==> src/rtl/child_slot_scheduler.sv <==
// Round-robin owner of one exclusive slot shared by the root's child instances.
// A hold-time watchdog revokes the grant from a child that never releases it.
module child_slot_scheduler #(
   parameter int N_REQ    = 5,
   parameter int HOLD_MAX = 16
) (
   input  logic             clk,
   input  logic             rst_n,
   input  logic [N_REQ-1:0] req,
   input  logic [N_REQ-1:0] done,
   output logic [N_REQ-1:0] grant,
   output logic             busy,
   output logic [2:0]       owner,
   output logic             timeout,
   output logic [2:0]       timeout_id
);

   // state | meaning
   // IDLE  | no owner, waiting for any request
   // GRANT | one child owns the slot, hold counter running
   // GAP   | single dead cycle between owners

   localparam int             CW      = $clog2(HOLD_MAX + 1);
   localparam logic [2:0]     PTR_RST = 3'(N_REQ - 1);
   localparam logic [CW-1:0]  CNT_MAX = CW'(HOLD_MAX);

   typedef enum logic [1:0] {IDLE, GRANT, GAP} state_t;

   state_t           state, state_nxt;
   logic [2:0]       ptr, ptr_nxt;
   logic [CW-1:0]    cnt, cnt_nxt;
   logic [N_REQ-1:0] grant_nxt;
   logic             busy_nxt;
   logic [2:0]       owner_nxt;
   logic             timeout_nxt;
   logic [2:0]       timeout_id_nxt;

   logic [2:0]       sel;
   logic             sel_vld;
   logic             own_req;
   logic             own_done;
   logic             rel;
   logic             at_max;

   // Walk the search order backwards so the nearest requester after ptr wins.
   always_comb begin
      int         idx;
      logic [2:0] idx3;
      sel     = '0;
      sel_vld = 1'b0;
      idx     = 0;
      idx3    = '0;
      for (int k = N_REQ; k >= 1; k--) begin
         idx = int'(ptr) + k;
         if (idx >= N_REQ) idx = idx - N_REQ;
         idx3 = 3'(idx);
         if (req[idx3]) begin
            sel     = idx3;
            sel_vld = 1'b1;
         end
      end
   end

   assign own_req  = req[owner];
   assign own_done = done[owner];
   assign rel      = own_done | ~own_req;
   assign at_max   = (cnt == CNT_MAX);

   always_ff @(posedge clk or negedge rst_n) begin
      if (!rst_n) begin
         state      <= IDLE;
         ptr        <= PTR_RST;
         cnt        <= '0;
         grant      <= '0;
         busy       <= 1'b0;
         owner      <= '0;
         timeout    <= 1'b0;
         timeout_id <= '0;
      end else begin
         state      <= state_nxt;
         ptr        <= ptr_nxt;
         cnt        <= cnt_nxt;
         grant      <= grant_nxt;
         busy       <= busy_nxt;
         owner      <= owner_nxt;
         timeout    <= timeout_nxt;
         timeout_id <= timeout_id_nxt;
      end
   end

   always_comb begin
      state_nxt = state;
      case (state)
         IDLE, GAP: state_nxt = sel_vld ? GRANT : IDLE;
         GRANT:     state_nxt = (rel || at_max) ? GAP : GRANT;
         default:   state_nxt = IDLE;
      endcase
   end

   // Release has priority over the watchdog when both land on the same cycle.
   always_comb begin
      grant_nxt      = '0;
      owner_nxt      = owner;
      ptr_nxt        = ptr;
      cnt_nxt        = '0;
      timeout_nxt    = 1'b0;
      timeout_id_nxt = timeout_id;
      case (state)
         IDLE, GAP: begin
            if (sel_vld) begin
               grant_nxt = {{(N_REQ-1){1'b0}}, 1'b1} << sel;
               owner_nxt = sel;
               cnt_nxt   = CW'(1);
            end
         end
         GRANT: begin
            if (rel) begin
               ptr_nxt = owner;
            end else if (at_max) begin
               ptr_nxt        = owner;
               timeout_nxt    = 1'b1;
               timeout_id_nxt = owner;
            end else begin
               grant_nxt = grant;
               cnt_nxt   = cnt + CW'(1);
            end
         end
         default: begin
            grant_nxt = '0;
         end
      endcase
      busy_nxt = |grant_nxt;
   end

endmodule

==> config.mk <==
export PLATFORM = sky130hd
export DESIGN_NAME = child_slot_scheduler
export DESIGN_NICKNAME = d
export VERILOG_FILES = /design/src/rtl/child_slot_scheduler.sv
export SDC_FILE = /design/constraint.sdc
export NUM_CORES = 1
export LEC_CHECK = 0
export BUFFER_PORTS_ARGS = -buffer_cell sky130_fd_sc_hd__buf_2
export CORE_MARGIN = 2
export CORE_UTILIZATION = 40
export CTS_CLUSTER_DIAMETER = 100
export DETAILED_ROUTE_END_ITERATION = 6
export GPL_TIMING_DRIVEN = 0
export PLACE_DENSITY_LB_ADDON = 0.15
export SLEW_MARGIN = 20
export SYNTH_ARGS = -nofsm -noshare
export SYNTH_HDL_FRONTEND = slang
export SYNTH_SLANG_ARGS = --single-unit
==> constraint.sdc <==
create_clock -name clk -period 7.9 [get_ports clk]
set_input_delay 1.975 -clock clk [delete_from_list [all_inputs] [get_ports clk]]
set_output_delay 1.975 -clock clk [all_outputs]
set_load 0.03 [all_outputs]
Word-level counts from Yosys, hierarchy flattened --
Index checks and enable logic that the tools add are counted.
Word-level totals: logic and storage cells 90, output and inout bits 13, input bits 12, register bits 23
Operators by class: bitwise operators 3, multiplexer cells 45, shifts and indexed selects 1, reductions and logical operators 8, $lt $le $gt $ge 11, eq/ne operators 3, add/subtract/negate cells 11
Operators by type and width (number):
- $mux W3 | 12
- $mux W5 | 5
- $lt A3 B4 Y1 const B | 6
- $bmux W1 S3 | 7
- $ge A4 B3 Y1 const B | 5
- $pmux W5 S2 | 2
- $mux W1 | 17
- $sub A3 B3 Y3 const B | 5
- $add A3 B2 Y4 const B | 2
- $add A3 B3 Y4 const B | 2
- $add A5 B1 Y5 const B | 1
- $eq A5 B5 Y1 const B | 1
- $reduce_or A5 Y1 | 1
- $shl A1 B3 Y5 const A | 1
- $add A3 B1 Y4 const B | 1
- $pmux W2 S2 | 1
- $reduce_and A2 Y1 | 2
- $reduce_and A3 Y1 | 1
- $eq A2 B1 Y1 const B | 1
- $eq A2 B2 Y1 const B | 1
- $logic_not A2 Y1 | 1
- $mux W2 | 1
- $not A1 Y1 | 2
- $reduce_bool A2 Y1 | 1
- 3 further kinds | 3

Longest topological paths before layout --
depth in word-level cells 14, mapped depth 14, gate-level depth less buffers 12

Worst setup path after synthesis --
No wires, ideal clock.
kind input-to-reg, start input port req[3], end register grant[1], data required time 7.779 ns, library setup time 0.121 ns, path slack 3.742 ns, path buffers 1, stages 8, data arrival time 4.037 ns, cell sequence clkbuf_1 mux2i_1 mux4_2 o21ba_4 or3_1 and4_4 a211o_1 a22o_1
Between the ends: word-level cells in the longest chain between the ends 10, elaborated cells on any way between the ends 28, those cells by class shift: 1; mux: 25; bitwise: 2
Ends and longest elaborated chain:
- from (decl) | RTL line 9 | input logic [N_REQ-1:0] req,
- $bmux W1 S3 | RTL line 57 | if (req[idx3]) begin
- $mux W1 (not written as such) | RTL line 57
- $mux W3 (5 in a row) | RTL line 57
- $shl A1 B3 Y5 | RTL line 111 | grant_nxt = {{(N_REQ-1){1'b0}}, 1'b1} << sel;
- $mux W5 | RTL line 110 | if (sel_vld) begin
- $pmux W5 S2 (*) | RTL line 108 | case (state)
- net grant_nxt[1] | RTL line 32 | logic [N_REQ-1:0] grant_nxt;
- to (signal assigned) | RTL line 83 | grant <= grant_nxt;
- to (decl) | RTL line 11 | output logic [N_REQ-1:0] grant,
The timed path passes the listed nets; every way through them passes the cells marked *. The select of a mux whose other input is x is not followed. A chain may end at the register's enable or synchronous reset.

Worst setup path after layout --
Same ends and word-level chain as after synthesis.

==> results.yml <==
run_status:
  status: "complete, no violations"
synth:
  synth_ff_type: "dfrtp_1"
  synth.distinct_cells: 69
  syn_avg_cell_area_sq_um: 8.469
  synthArstFlopShare_pct: 100.0
  synth-seq-area-share_pct: 26.71
  synth_edf_count: 0
  synth_area_sq_um: 2160
  synth_nets: 281
  syn_inst: 255
  synth-seq-cells: 23
  yosysWarningCount: 0
floorplanning:
  io_pins: 25
  die_y_um: 77.48
  coreArea_sq_um: 5172
  start_util_pct: 41.75
  dieArea_sq_um: 6002
  row_count: 26
  die_w_um: 77.48
clock_network:
  insertion_delay_ps: 270
  cts_root_buf: "clkbuf_8"
  cts_setup_buffers: 0
  cts_tree: "done"
  h-tree-depth: 1
  clockBufferDepth: 2
  cts.repair.resized: 0
  cts_made_buffers: 3
  cts_hold_buffers: 0
  clk_pin_slew_worst_paths_ps: 80
  clock_sinks: 23
min_path:
  hold_path.class: "reg -> reg"
  whs_endpoint: "cnt[3]"
  worst_hold_startpoint: "state[1]"
  holdPathStages: 1
final_layout:
  syn_to_final_growth_pct: 10.60
  drive_gt1_share_pct: 16.91
  diodes: 0
  nets: 305
timing:
  setup_ws_ps: 3758
  max-slew-margin-rel_pct: 64.52
  fmax_mhz: 241.4
  setup_violations: 0
  tightest_slew_ps: 532.2
  min_period_ps: 4142
  post-route-period-util_pct: 52.43
  rsz0062_at_grt: "no"
  finalClockSkew_ps: 1.840
  maxSlewViolCount: 0
  tns_ps: 0
  hold_violations: 0
setup_path:
  r2r_start: "ptr[0]"
  cp-end-kind: "register"
  startpoint_type: "input pin"
  reg2reg_to: "grant[1]"
  worst-r2r-setup-slack_ps: 4030
  crit_required_ps: 8060
  crit_path_max_fanout: 10
  critPathKind: "in -> reg"
  cp.arrival_ps: 4300
  r2r_cells: 13
detailed_routing:
  wl_met1_mm: 2.736
  num_vias: 1981
  dr_wl_met2_mm: 2.596
  drc: 0
  via_per_inst: 5.693
  drt_iter0_markers: 128
  antenna_left: 0
  avgRoutedWirePerCell_um: 16.10
  drtPass1Iterations: 4
  wirelength_mm: 5.604
  met3RoutedLength_um: 206
  top_layer: "met4"
flow_run:
  maxCapViolCount: 0
placed_design:
  pre_cts_slack_ps: 3521
  place_congestion: 0.8563
  portBuffers: 19
  dp_hpwl_mm: 4.331
grt:
  grt_pass1_vias: 1897
  grt_pass1_wl_mm: 9.715
  grt_antenna_before_repair: 0
  gr-total-overflow: 0
  grtUsageTotal_pct: 20.15
  grt_max_degree: 24
-- per-stage QoR --
step           cell area, sq um  hold WS [ps]  cells  utilization (%)
3_3_place_gp               2342         458.1    344            45.28
5_1_grt                    2389         509.6    348            46.18
3_5_place_dp               2342         471.8    344            45.28
6_report                   2389         472.2    348            46.18
4_1_cts                    2389         479.9    348            46.18
2_1_floorplan              2160         434.6    255                -
-- synth_stat cells, types with 4 or more instances --
| library cell | n | share of area [%] |
|---|---|---|
| ha_1 | 13 | 7.5 |
| dfrtp_1 | 22 | 25 |
| nor2b_1 | 5 | 1.4 |
| o21ai_1 | 5 | 1.2 |
| nor2_1 | 19 | 3.3 |
| a211oi_1 | 4 | 1.4 |
| nor3_1 | 5 | 1.2 |
| nand2b_1 | 6 | 1.7 |
| o21ai_0 | 17 | 3.9 |
| o211ai_1 | 6 | 2.1 |
| and2_1 | 4 | 1.2 |
| or3_1 | 4 | 1.2 |
| nand2_1 | 18 | 3.1 |
| a31oi_1 | 5 | 1.4 |
| a21oi_1 | 10 | 2.3 |
| mux2_2 | 5 | 2.6 |
| inv_1 | 14 | 2.4 |
| clkbuf_1 | 10 | 1.7 |
| nand3_1 | 10 | 2.3 |
| mux2i_1 | 5 | 2.3 |
-- cells by family (layout without fill, tap and decap cells) --
| group | after synthesis | in the layout | share of synthesized area, % |
|---|---|---|---|
| AND/OR/NAND/NOR | 85 | 85 | 21.21 |
| AO/OA/AOI/OAI | 83 | 83 | 27.46 |
| buffers and inverters | 32 | 55 | 6.547 |
| flip-flops | 23 | 23 | 26.71 |
| adder cells (fa/ha/maj) | 14 | 14 | 8.459 |
| multiplexers | 12 | 12 | 7.184 |
| XOR/XNOR | 6 | 6 | 2.434 |
-- flip-flops by register name (all words and copies together), names as in the netlist --
name / flops
state: 2
grant: 5
busy: 1
timeout: 1
cnt: 5
ptr: 3
owner: 3
timeout_id: 3
-- layout make-up --
| cell class | count | area (sq um) |
|---|---|---|
| Multi-Input combinational cell | 200 | 1441 |
| Timing Repair Buffer | 19 | 95.09 |
| Sequential cell | 23 | 576.8 |
| Inverter | 15 | 58.81 |
| Fill cell | 504 | 2784 |
| Clock buffer | 3 | 41.29 |
| Tap cell | 70 | 87.58 |
| Buffer | 17 | 82.58 |
| Clock inverter | 1 | 5.005 |
-- how the worst max path moves through the flow --
| stage | end | cells after the start | startpoint |
|---|---|---|---|
| global route | grant[1] | 8 | req[3] |
| CTS | grant[1] | 8 | req[1] |
| detailed placement | grant[1] | 8 | req[1] |
| global placement | grant[1] | 8 | req[3] |
| finish | grant[1] | 8 | req[3] |
| floorplan | grant[1] | 8 | req[3] |
-- routing by layer --
layer	GRT usage, %	up-vias
li1	-	990
met3	2.791	7
met4	5.893	0
met1	28.81	928
met2	31.74	56
met5	0	-
-- cell usage in the layout (no fill, tap or decap), types with 2 or more instances in the layout --
cell type	count
nor2b_1	5
o211ai_1	6
or3_1	4
o21a_1	3
a211oi_1	4
nor2_1	19
o21ai_0	17
a211oi_2	2
nand3_1	10
nand2b_1	6
mux2i_1	5
buf_2	21
o31a_1	2
a22oi_1	2
o21ai_1	5
a21oi_1	10
clkbuf_1	10
xor2_1	3
and3b_1	2
clkbuf_8	3
a31oi_1	5
and2_1	4
nor3_1	5
inv_1	14
mux2_2	5
a21o_1	3
a22o_1	2
ha_1	13
xnor2_1	3
nor3b_1	2
nand2_1	18
dfrtp_1	22
o22ai_1	3
buf_4	2
o41ai_1	2
-- worst max-delay path, cell delays in order --
cell,delay [ps]
clkbuf_1,330
mux2i_1,190
mux4_2,550
o21ba_4,260
or3_1,330
and4_4,190
a211o_1,300
a22o_1,180
Power is not shown: default switching activity piles up to over one toggle a cycle in this logic, so the estimate is an artifact.
